[src/rtl/stack_ctrl.sv]
// Downward-growing stack controller driving an external SP register and a
// one-cycle-latency stack memory. Optional peek command: define STACK_CTRL_PEEK_EN.
module stack_ctrl #(
  parameter int WIDTH = 16,
  parameter int DEPTH = 64
) (
  input  logic             Clock,
  input  logic             Resetn,
  input  logic             push,
  input  logic             pop,
`ifdef STACK_CTRL_PEEK_EN
  input  logic             peek,
`endif
  input  logic [WIDTH-1:0] din,
  output logic             ready,
  output logic [WIDTH-1:0] dout,
  output logic             dout_valid,
  output logic [15:0]      sp_next,
  output logic             sp_load,
  output logic [15:0]      mem_addr,
  output logic             mem_wren,
  output logic [WIDTH-1:0] mem_wdata,
  input  logic [WIDTH-1:0] mem_rdata,
  output logic             full,
  output logic             empty,
  output logic             err
);

  localparam logic [15:0] DEPTH_W = 16'(DEPTH);

  typedef enum logic [1:0] {
    IDLE    = 2'd0,
    WRITE   = 2'd1,
    READ    = 2'd2,
    CAPTURE = 2'd3
  } state_t;

  state_t           state_r, state_s;
  logic [15:0]      sp_r, sp_s;
  logic [WIDTH-1:0] data_r, data_s;
  logic             op_peek_r, op_peek_s;
  logic [WIDTH-1:0] dout_r, dout_s;
  logic             dout_valid_r, dout_valid_s;
  logic [15:0]      sp_next_r, sp_next_s;
  logic             sp_load_r, sp_load_s;
  logic [15:0]      mem_addr_r, mem_addr_s;
  logic             mem_wren_r, mem_wren_s;
  logic             full_r, full_s;
  logic             empty_r, empty_s;
  logic             err_r, err_s;
  logic             ready_r, ready_s;
  logic             peek_s;
  logic             push_ok_s, pop_ok_s, peek_ok_s;

`ifdef STACK_CTRL_PEEK_EN
  assign peek_s = peek;
`else
  assign peek_s = 1'b0;
`endif

  // Exactly one command, and only when the stack can honour it, is accepted.
  assign push_ok_s = push & ~pop & ~peek_s & ~full_r;
  assign pop_ok_s  = pop & ~push & ~peek_s & ~empty_r;
  assign peek_ok_s = peek_s & ~push & ~pop & ~empty_r;

  // Next-state and next-output computation; every output is registered below.
  always_comb begin
    state_s      = state_r;
    sp_s         = sp_r;
    data_s       = data_r;
    op_peek_s    = op_peek_r;
    dout_s       = dout_r;
    dout_valid_s = 1'b0;
    sp_next_s    = sp_next_r;
    sp_load_s    = 1'b0;
    mem_addr_s   = mem_addr_r;
    mem_wren_s   = 1'b0;
    err_s        = 1'b0;
    case (state_r)
      IDLE: begin
        if (push_ok_s) begin
          sp_s       = sp_r - 16'd1;
          data_s     = din;
          mem_addr_s = sp_r - 16'd1;
          mem_wren_s = 1'b1;
          sp_next_s  = sp_r - 16'd1;
          sp_load_s  = 1'b1;
          state_s    = WRITE;
        end else if (pop_ok_s || peek_ok_s) begin
          mem_addr_s = sp_r;
          op_peek_s  = peek_ok_s;
          state_s    = READ;
        end else if (push || pop || peek_s) begin
          err_s = 1'b1;
        end else begin
          err_s = 1'b0;
        end
      end
      WRITE: begin
        state_s = IDLE;
      end
      READ: begin
        // The SP load pulse must coincide with the CAPTURE cycle.
        if (!op_peek_r) begin
          sp_next_s = sp_r + 16'd1;
          sp_load_s = 1'b1;
        end else begin
          sp_load_s = 1'b0;
        end
        state_s = CAPTURE;
      end
      CAPTURE: begin
        dout_s       = mem_rdata;
        dout_valid_s = 1'b1;
        if (!op_peek_r) begin
          sp_s = sp_r + 16'd1;
        end else begin
          sp_s = sp_r;
        end
        state_s = IDLE;
      end
      default: begin
        state_s = IDLE;
      end
    endcase
    ready_s = (state_s == IDLE);
    full_s  = (sp_s == 16'd0);
    empty_s = (sp_s == DEPTH_W);
  end

  // State and output registers with synchronous active-low reset.
  always_ff @(posedge Clock) begin
    if (!Resetn) begin
      state_r      <= IDLE;
      sp_r         <= DEPTH_W;
      data_r       <= {WIDTH{1'b0}};
      op_peek_r    <= 1'b0;
      dout_r       <= {WIDTH{1'b0}};
      dout_valid_r <= 1'b0;
      sp_next_r    <= DEPTH_W;
      sp_load_r    <= 1'b0;
      mem_addr_r   <= 16'd0;
      mem_wren_r   <= 1'b0;
      full_r       <= 1'b0;
      empty_r      <= 1'b1;
      err_r        <= 1'b0;
      ready_r      <= 1'b1;
    end else begin
      state_r      <= state_s;
      sp_r         <= sp_s;
      data_r       <= data_s;
      op_peek_r    <= op_peek_s;
      dout_r       <= dout_s;
      dout_valid_r <= dout_valid_s;
      sp_next_r    <= sp_next_s;
      sp_load_r    <= sp_load_s;
      mem_addr_r   <= mem_addr_s;
      mem_wren_r   <= mem_wren_s;
      full_r       <= full_s;
      empty_r      <= empty_s;
      err_r        <= err_s;
      ready_r      <= ready_s;
    end
  end

  // Strobes are qualified by Resetn so a reset landing on WRITE aborts the store.
  assign mem_wren   = mem_wren_r & Resetn;
  assign sp_load    = sp_load_r & Resetn;
  assign ready      = ready_r;
  assign dout       = dout_r;
  assign dout_valid = dout_valid_r;
  assign sp_next    = sp_next_r;
  assign mem_addr   = mem_addr_r;
  assign mem_wdata  = data_r;
  assign full       = full_r;
  assign empty      = empty_r;
  assign err        = err_r;

endmodule
[config.mk]
export PLATFORM = sky130hd
export DESIGN_NAME = stack_ctrl
export DESIGN_NICKNAME = d
export VERILOG_FILES = /design/src/rtl/stack_ctrl.sv
export SDC_FILE = /design/constraint.sdc
export NUM_CORES = 1
export LEC_CHECK = 0
export CAP_MARGIN = 20
export CORE_MARGIN = 4
export CORE_UTILIZATION = 40
export DETAILED_ROUTE_END_ITERATION = 10
export PLACE_DENSITY_LB_ADDON = 0.15
export SETUP_SLACK_MARGIN = 0.3
export SYNTH_ARGS = -nofsm -noshare
export SYNTH_HDL_FRONTEND = slang
export SYNTH_SLANG_ARGS = --single-unit
[constraint.sdc]
create_clock -name Clock -period 6 [get_ports Clock]
set_input_delay 1.2 -clock Clock [delete_from_list [all_inputs] [get_ports Clock]]
set_output_delay 1.2 -clock Clock [all_outputs]
set_load 0.005 [all_outputs]
==> impl_metrics.json <==
{
  "ys_top_cells_by_area": "dfxtp_1 (40%), mux2i_1 (8.5%), nor2_1 (7.3%), nand2_1 (5.5%), a21oi_1 (4.7%)",
  "path_cells": "clkdlybuf4s50_1 > nor4bb_1 > o21ai_0 > a221oi_1 > nand2_1 > or4_1 > or4_4 > o31ai_2",
  "max_freq_mhz": 263,
  "synth_flop_cell": "dfxtp_1",
  "wl_per_cell_um": 15.9,
  "dieArea_mm2": 0.0129,
  "holdPathStages": 2,
  "p_per_area_mw_per_mm2": 420,
  "worst-setup-path-type": "in2reg",
  "p_leak_uw": 0.00212,
  "synthCells": 555,
  "ys_warn_count": 0,
  "path_buf_inv": 1,
  "clk_latency_ns": 0.37,
  "cts_hold_buf": 0,
  "fin_skew_ns": 0.00638,
  "rrSetupSlack_ns": 2.70,
  "grt_antenna_before_repair": 0,
  "critPathMaxFanout": 6,
  "ios": 107,
  "critPathLaunchType": "primary input",
  "crit_path_end_kind": "flop",
  "die_w_um": 113,
  "async_reset_ff_share_pct": 0,
  "setup_viol": 0,
  "hold_viol_final": 0,
  "final_cell_mix": "clkdlybuf4s50_1 (106), dfxtp_1 (89), nor2_1 (86), nand2_1 (65), a21oi_1 (41)",
  "clock_path_buffers": 2,
  "fin_crit_sh_pct": 63.3,
  "status": "finished, final reports clean",
  "min_period_ns": 3.80,
  "clock-sinks": 89,
  "numPortBuffers": 106,
  "cts_setup_buffers": 0,
  "syn_area_mm2": 0.00445,
  "place_inst": 761,
  "yosysUniqueCellTypes": 51,
  "synth_edf_count": 0,
  "reg2reg_from": "sp_r[4]$_SDFF_PN0_",
  "synth_top_area_share_pct": 40.0,
  "ir_drop_mv": 0.178,
  "worstHoldStart": "mem_wdata[4]$_SDFFE_PN0P_",
  "grt_max_degree": 36,
  "area_growth_pct": 31.3,
  "cts_root_buf": "clkbuf_8",
  "gp_congestion": 0.878,
  "cpPeakStageDelay_ns": 0.64,
  "via_per_inst": 5.35,
  "cp-startpoint": "pop",
  "layout-drive-gt1-share_pct": 6.10,
  "antenna_cells": 0,
  "avgSynthCellArea_um2": 8.02,
  "path_clk_slew_ns": 0.09,
  "rr_endpoint": "empty$_SDFF_PN1_",
  "tightest_slew_ns": 0.669,
  "drt_iter0_drc": 325,
  "antenna_left": 0,
  "rr_worst_depth": 7,
  "nNetsFinal": 676,
  "drt_drc_violations_left": 0,
  "first_pass_iters": 5,
  "worst_hold_path.endpoint": "mem_wdata[4]$_SDFFE_PN0P_",
  "rsz0062_at_grt": "false",
  "grt_pass1_wl_mm": 20.2,
  "maxCapViolations": 0,
  "ys_ff_latch": 89,
  "start_util_pct": 40.9,
  "cts_resized": 0,
  "htree_num_levels": 3,
  "yosysTopAreaCell": "dfxtp_1",
  "grt_overflow": 0,
  "cts_buffers": 9,
  "coreArea_mm2": 0.0109,
  "fin_setup_tns_ns": 0,
  "route.vias.total": 4166,
  "final_cells": 779,
  "track_usage_pct": 19.4,
  "critical-path-slowest-cell": "nor4bb_1",
  "dpl.hpwl_mm": 8.57,
  "tritoncts": "yes",
  "critPathTopFamily": "simple AND/OR/NAND/NOR gates",
  "slew_viol_final": 0,
  "syn_nets": 597,
  "wirelength_mm": 12.4,
  "critPathArrivalTime_ns": 4.09,
  "seq_area_frac_synth_pct": 40.0,
  "rows": 38,
  "fp.dieH_um": 113,
  "cp.required_ns": 6.29,
  "grt_pass1_vias": 3977,
  "final_common_cell": "clkdlybuf4s50_1",
  "worst_slew_margin_rel_pct": 55.0,
  "holdCritPathClass": "reg2reg"
}
[synth_stat cells, types with 4 or more instances]
cell type  count
mux2_2         4
and2_1        16
xor2_1        10
buf_1          5
xnor2_1       17
nor3_1        13
nand2_1       65
nor2_1        87
clkbuf_1      37
nand4_1        5
o21ai_0       15
o211ai_1       4
nand3_1        9
a211oi_1      15
mux2i_1       38
inv_1          9
ha_1           6
buf_2          4
or3_1          7
dfxtp_1       89
a21oi_1       42
nor4_1        13
[where the power goes]
group	leakage, µW	internal, µW	switching, µW
registers	0.000725	706	121
clock network	0.000113	246	217
logic	0.00128	531	635
[cell families after synthesis]
family / count (synthesis) / share of synthesized area (%)
AND/OR/NAND/NOR: 236 / 24.9
AO/OA/AOI/OAI: 97 / 13.5
flip-flops: 89 / 40.0
buffers and inverters: 58 / 5.03
multiplexers: 42 / 9.56
XOR/XNOR: 27 / 5.31
adder cells (fa/ha/maj): 6 / 1.69
[layer usage]
metal	global-route usage (%)	share of wire (%)	vias to the layer above	wire, µm
met5	0.784	0	-	0
met4	8.09	2.4	0	291
met3	4.67	7.3	20	907
met2	29.8	45	152	5520
met1	26.0	46	1932	5640
li1	-	-	2062	-
[worst max-delay path by stage]
stage | slack (ns) | end | cells after the start
3_5_place_dp | 1.86 | empty$_SDFF_PN1_ | 8
4_1_cts | 2.21 | sp_load | 4
6_report | 2.20 | empty$_SDFF_PN1_ | 8
5_1_grt | 2.06 | empty$_SDFF_PN1_ | 8
3_3_place_gp | 1.95 | empty$_SDFF_PN1_ | 8
2_1_floorplan | 2.73 | empty$_SDFF_PN1_ | 7
[stage by stage]
step                instance area, µm²  util [%]  total power [µW]  setup WS, ns  hold slack, ns
floorplan                         4450         -              1570          2.73           0.453
global placement                  5560      51.1              1960          1.95           0.442
detailed placement                5590      51.4              1990          1.86           0.447
CTS                               5810      53.4              2450          2.21           0.460
global route                      5840      53.7              2630          2.06           0.487
finish                            5840      53.7              2460          2.20           0.457
[final cells by class]
class	instances	area, µm²
Sequential cell	89	1780
Timing Repair Buffer	115	1160
Inverter	11	41.3
Fill cell	1060	5040
Multi-Input combinational cell	408	2470
Clock inverter	5	78.8
Tap cell	140	175
Clock buffer	11	141
[state kept, by name, indices dropped and copies added, names as in the netlist]
name	flops
dout	16
mem_addr	16
mem_wdata	16
sp_next	16
sp_r	16
state_r	2
dout_valid	1
empty	1
err	1
full	1
mem_wren_r	1
ready	1
sp_load_r	1
[worst min-delay path: stages (launching register included)]
cell     delay, ns
dfxtp_1       0.32
nand2_1       0.05
a21oi_1       0.05
No activity file was read; power rests on OpenSTA's default activity.
